### src/rtl/fetch_queue.sv
// fetch_queue: owns the PC, issues 1-cycle-latency imem reads and buffers {inst, pc} for decode.
// Optional feature: define FETCH_HALT_ON_ZERO_EN to stop fetching on an all-zero instruction.
module fetch_queue #(
    parameter int unsigned     XLEN     = 32,
    parameter logic [XLEN-1:0] RESET_PC = 32'h0100_0000,
    parameter int unsigned     DEPTH    = 4
) (
    input  logic            clk,
    input  logic            reset,
    output logic            imem_req,
    output logic [XLEN-1:0] imem_addr,
    input  logic [XLEN-1:0] imem_rdata,
    input  logic            redirect,
    input  logic [XLEN-1:0] redirect_pc,
    output logic            inst_valid,
    input  logic            inst_ready,
    output logic [XLEN-1:0] inst_data,
    output logic [XLEN-1:0] inst_pc,
    output logic            halted
);

    localparam int unsigned PW = $clog2(DEPTH);
    localparam int unsigned CW = $clog2(DEPTH) + 1;

    logic [XLEN-1:0] fetch_pc_q, fetch_pc_d;
    logic [XLEN-1:0] data_q [DEPTH];
    logic [XLEN-1:0] pc_q   [DEPTH];
    logic [PW-1:0]   rd_ptr_q, rd_ptr_d;
    logic [PW-1:0]   wr_ptr_q, wr_ptr_d;
    logic [CW-1:0]   count_q, count_d;
    logic            inflight_q, inflight_d;
    logic [XLEN-1:0] inflight_addr_q, inflight_addr_d;

    logic            pop;
    logic            push;
    logic            issue;
    logic            running;
    logic [CW-1:0]   credit_used;

`ifdef FETCH_HALT_ON_ZERO_EN
    typedef enum logic {RUN, HALT} state_e;
    state_e state_q, state_d;
    logic   halted_q;
    logic   halt_hit;

    assign running = (state_q == RUN);
    assign halted  = halted_q;
`else
    assign running = 1'b1;
    assign halted  = 1'b0;
`endif

    assign inst_valid = (count_q != '0);
    assign inst_data  = data_q[rd_ptr_q];
    assign inst_pc    = pc_q[rd_ptr_q];
    assign imem_addr  = fetch_pc_q;
    assign imem_req   = issue;

    always_comb begin
        pop         = inst_valid && inst_ready;
        // Entries queued plus the read still in flight, less the one leaving this cycle.
        credit_used = count_q + CW'(inflight_q) - CW'(pop);
        issue       = !reset && running && !redirect && (credit_used < CW'(DEPTH));

`ifdef FETCH_HALT_ON_ZERO_EN
        push     = inflight_q && running && !redirect && (imem_rdata != '0);
        halt_hit = inflight_q && running && !redirect && (imem_rdata == '0);
        state_d  = state_q;
        if (redirect) begin
            state_d = RUN;
        end else if (halt_hit) begin
            state_d = HALT;
        end
`else
        push = inflight_q && !redirect;
`endif

        fetch_pc_d = fetch_pc_q;
        if (redirect) begin
            fetch_pc_d = redirect_pc;
        end else if (issue) begin
            fetch_pc_d = fetch_pc_q + XLEN'(4);
        end

        inflight_d      = issue;
        inflight_addr_d = issue ? fetch_pc_q : inflight_addr_q;

        if (redirect) begin
            count_d  = '0;
            rd_ptr_d = '0;
            wr_ptr_d = '0;
        end else begin
            count_d  = count_q + CW'(push) - CW'(pop);
            rd_ptr_d = rd_ptr_q + PW'(pop);
            wr_ptr_d = wr_ptr_q + PW'(push);
        end
    end

    always_ff @(posedge clk) begin
        if (reset) begin
            fetch_pc_q      <= RESET_PC;
            count_q         <= '0;
            rd_ptr_q        <= '0;
            wr_ptr_q        <= '0;
            inflight_q      <= 1'b0;
            inflight_addr_q <= '0;
            for (int unsigned i = 0; i < DEPTH; i++) begin
                data_q[i] <= '0;
                pc_q[i]   <= '0;
            end
`ifdef FETCH_HALT_ON_ZERO_EN
            state_q  <= RUN;
            halted_q <= 1'b0;
`endif
        end else begin
            fetch_pc_q      <= fetch_pc_d;
            count_q         <= count_d;
            rd_ptr_q        <= rd_ptr_d;
            wr_ptr_q        <= wr_ptr_d;
            inflight_q      <= inflight_d;
            inflight_addr_q <= inflight_addr_d;
            if (push) begin
                data_q[wr_ptr_q] <= imem_rdata;
                pc_q[wr_ptr_q]   <= inflight_addr_q;
            end
`ifdef FETCH_HALT_ON_ZERO_EN
            state_q  <= state_d;
            halted_q <= (state_d == HALT);
`endif
        end
    end

endmodule

### config.mk
export PLATFORM = sky130hd
export DESIGN_NAME = fetch_queue
export DESIGN_NICKNAME = d
export VERILOG_FILES = /design/src/rtl/fetch_queue.sv
export SDC_FILE = /design/constraint.sdc
export NUM_CORES = 1
export LEC_CHECK = 0
export ABC_AREA = 1
export BUFFER_PORTS_ARGS = -buffer_cell sky130_fd_sc_hd__buf_2
export CORE_MARGIN = 2
export CORE_UTILIZATION = 59
export DETAILED_ROUTE_END_ITERATION = 7
export GPL_ROUTABILITY_DRIVEN = 0
export GPL_TIMING_DRIVEN = 0
export HOLD_SLACK_MARGIN = 0.03
export PLACE_DENSITY = 0.85
export SLEW_MARGIN = 40
export SYNTH_ARGS = -nofsm -noshare
export SYNTH_HDL_FRONTEND = slang
export SYNTH_SLANG_ARGS = --single-unit
### constraint.sdc
create_clock -name clk -period 3.8 [get_ports clk]
set_input_delay 0.57 -clock clk [delete_from_list [all_inputs] [get_ports clk]]
set_output_delay 0.57 -clock clk [all_outputs]
set_load 0.02 [all_outputs]
==> insert_results.sql <==
INSERT INTO impl_metrics (metric_group, metric, value, unit) VALUES
('clock_network', 'cts.hold.buffers_added', '0', ''),
('sta', 'finalCriticalPeriod', '3260', 'ps'),
('clock_network', 'cts-buffers-inserted', '31', ''),
('drt', 'vias', '12200', ''),
('sta', 'timing.hold.ws', '267', 'ps'),
('final_layout', 'layout.core_utilization', '0.700', ''),
('final_layout', 'layout_common_cells', 'sky130_fd_sc_hd__nor2_1, sky130_fd_sc_hd__edfxtp_1, sky130_fd_sc_hd__nand2_1', ''),
('logic_synthesis', 'yosys.area_share.xor_xnor', '0.0113', ''),
('die', 'die-area', '0.0262', 'mm²'),
('critical_path', 'cp_data_required_time', '3230', 'ps'),
('status', 'run_status', 'finished clean', ''),
('power', 'power_density', '460', 'mW/mm²'),
('worst_hold_path', 'worst_min_path_class', 'input port to flip-flop', ''),
('drt', 'met3_length', '4.27', 'mm'),
('logic_synthesis', 'synthCells', '1565', ''),
('global_routing', 'grt_overflow', '0', ''),
('place', 'io_buffer_count', '164', ''),
('logic_synthesis', 'synth-compound-area-share', '0.0993', ''),
('die', 'core_area', '0.0244', 'mm²'),
('logic_synthesis', 'largest_family_of_logic_cells_by_synthesized_area', 'simple AND/OR/NAND/NOR gates', ''),
('logic_synthesis', 'total_number_of_yosys_warnings', '0', ''),
('run', 'max_cap_viol_count', '0', ''),
('die', 'ioPinCount', '167', ''),
('logic_synthesis', 'synth.mux.area_fraction', '0', ''),
('logic_synthesis', 'synthDistinctLibCells', '31', ''),
('power', 'switching_share', '0.233', ''),
('sta', 'ratio_of_final_minimum_period_to_clock_period', '0.859', ''),
('drt', 'routed_via_density', '5.77', ''),
('logic_synthesis', 'async_set_reset_flop_share_out_of_synthesis', '0', ''),
('sta', 'maxSlewViolCount', '0', ''),
('critical_path', 'timing.setup.critical_path_class', 'flip-flop to primary output', ''),
('critical_path', 'timing.critical_path.to_type', 'primary output', ''),
('clock_network', 'clock_latency', '560', 'ps'),
('power', 'power.clock.fraction', '0.397', ''),
('die', 'core_rows', '57', ''),
('power', 'power_frac_seq', '0.521', ''),
('drt', 'drtAntennaViolNets', '0', ''),
('final_layout', 'final_net_count', '1840', ''),
('clock_network', 'ctsHtreeMaxLevel', '1', ''),
('power', 'peakVddDrop', '0.333', 'mV'),
('power', 'internal-power', '6030', 'µW'),
('clock_network', 'cts-root-to-sink-buffers', '3', ''),
('global_routing', 'globalRouteTotalUtil', '0.293', ''),
('power', 'combPwrFrac', '0.083', ''),
('global_routing', 'first_global_vias', '11700', ''),
('die', 'dieWidth', '162', 'µm'),
('clock_network', 'postCtsResizedCells', '0', ''),
('logic_synthesis', 'post_synthesis_instance_area', '0.0147', 'mm²'),
('global_routing', 'grt_max_degree', '35', ''),
('critical_path', 'critical_path.max_fanout', '10', ''),
('sta', 'finalHoldViolations', '0', ''),
('die', 'dieHeight', '162', 'µm'),
('drt', 'route.met2.wl', '19.1', 'mm'),
('place', 'hpwlAfterDp', '25.5', 'mm'),
('logic_synthesis', 'synthFlopType', 'sky130_fd_sc_hd__edfxtp_1', ''),
('die', 'starting_density_of_the_core', '0.602', ''),
('global_routing', 'antenna_found_initial', '0', ''),
('final_layout', 'most_common_cell_after_layout_fill_and_taps_aside', 'sky130_fd_sc_hd__nor2_1', ''),
('sta', 'max_frequency', '307', 'MHz'),
('clock_network', 'clock_tree_from_tritoncts', 'yes', ''),
('sta', 'grt_setup_unrepaired', 'false', ''),
('final_layout', 'ff_latch_area', '0.00913', 'mm²'),
('drt', 'drt_drc_violations_left', '0', ''),
('logic_synthesis', 'ys_seq_elements', '328', ''),
('drt', 'topRoutingLayerUsed', 'met4', ''),
('global_routing', 'grt_pass1_wl', '60.7', 'mm'),
('critical_path', 'start_kind', 'flip-flop', ''),
('drt', 'route.detailed.wl_per_inst', '18.3', 'µm'),
('power', 'switching_power', '1830', 'µW'),
('critical_path', 'timing.critical_path.slowest_cell_delay', '510', 'ps'),
('sta', 'max_slew_margin', '0.498', '');
Yosys cell counts (17+ instances only):
| cell type | n | area [µm²] |
|---|---|---|
| sky130_fd_sc_hd__buf_6 | 17 | 191 |
| sky130_fd_sc_hd__nor2_1 | 435 | 1630 |
| sky130_fd_sc_hd__inv_1 | 92 | 345 |
| sky130_fd_sc_hd__a21oi_1 | 63 | 315 |
| sky130_fd_sc_hd__o22ai_1 | 64 | 400 |
| sky130_fd_sc_hd__dfxtp_1 | 72 | 1440 |
| sky130_fd_sc_hd__edfxtp_1 | 256 | 7690 |
| sky130_fd_sc_hd__nand3_1 | 49 | 245 |
| sky130_fd_sc_hd__o21ai_0 | 144 | 721 |
| sky130_fd_sc_hd__clkbuf_1 | 57 | 214 |
| sky130_fd_sc_hd__nand2_1 | 234 | 878 |
| sky130_fd_sc_hd__buf_2 | 17 | 85.1 |
flip-flops by register name, summed over array words and instances (netlist names):
register	count
data_q	128
pc_q	128
imem_addr	32
inflight_addr_q	32
count_q	3
rd_ptr_q	2
wr_ptr_q	2
inflight_q	1
metrics by stage:
stage	setup TNS (ps)	worst slack, ps	cell area (µm²)	power (µW)	cells
floorplan	0	426	14700	4540	1565
global placement	-207250	-894	15900	4770	2053
detailed placement	0	766	16000	4800	2058
CTS	0	518	17100	7840	2115
global route	0	336	17100	8050	2115
finish	0	538	17100	7850	2115
critical path, delay by kind of cell (launching register included):
kind / cells / cell delay [ps]
and+or+nand+nor: 1 / 110
buffers and inverters: 5 / 1440
AOI/OAI and AO/OA: 1 / 220
DFF: 1 / 360
per-layer routing:
metal  global-route usage  vias to the layer above
li1                     -                     5628
met1                0.379                     5679
met2                0.507                      801
met3               0.0414                      101
met4                0.104                        0
met5                    0                        -
cell type report:
class / instances / share of cell area
flip-flops and latches: 328 / 0.534
multi-input cells: 1042 / 0.274
clock buffers: 43 / 0.0541
repair buffers: 169 / 0.0539
plain buffers: 101 / 0.0322
well taps: 324 / 0.0237
inverters: 94 / 0.0209
clock inverters: 14 / 0.00681
power groups by stage:
stage / Clock, µW / Combinational (µW) / Sequential (µW)
floorplan: 0 / 374 / 4160
global placement: 0 / 606 / 4170
detailed placement: 0 / 640 / 4160
CTS: 3110 / 646 / 4080
global route: 3250 / 703 / 4100
finish: 3110 / 650 / 4090
final timing paths:
check	startpoint	endpoint	slack [ps]	depth (start not counted)
hold reg to reg	inflight_addr_q[23]	inflight_addr_q[23]	460	2
setup / recovery	rd_ptr_q[0]	inst_pc[23]	540	7
hold / removal	redirect_pc[1]	imem_addr[1]	270	3
setup reg to reg	inflight_q	data_q[2][19]	1380	7
logic make-up after synthesis:
group,after synthesis
buffers and inverters,195
DFF,328
AOI/OAI and AO/OA,274
adders and majority gates,5
and+or+nand+nor,743
other,1
xor gates and xnor gates,19
Note: power is estimated with default switching activity, not from simulation.
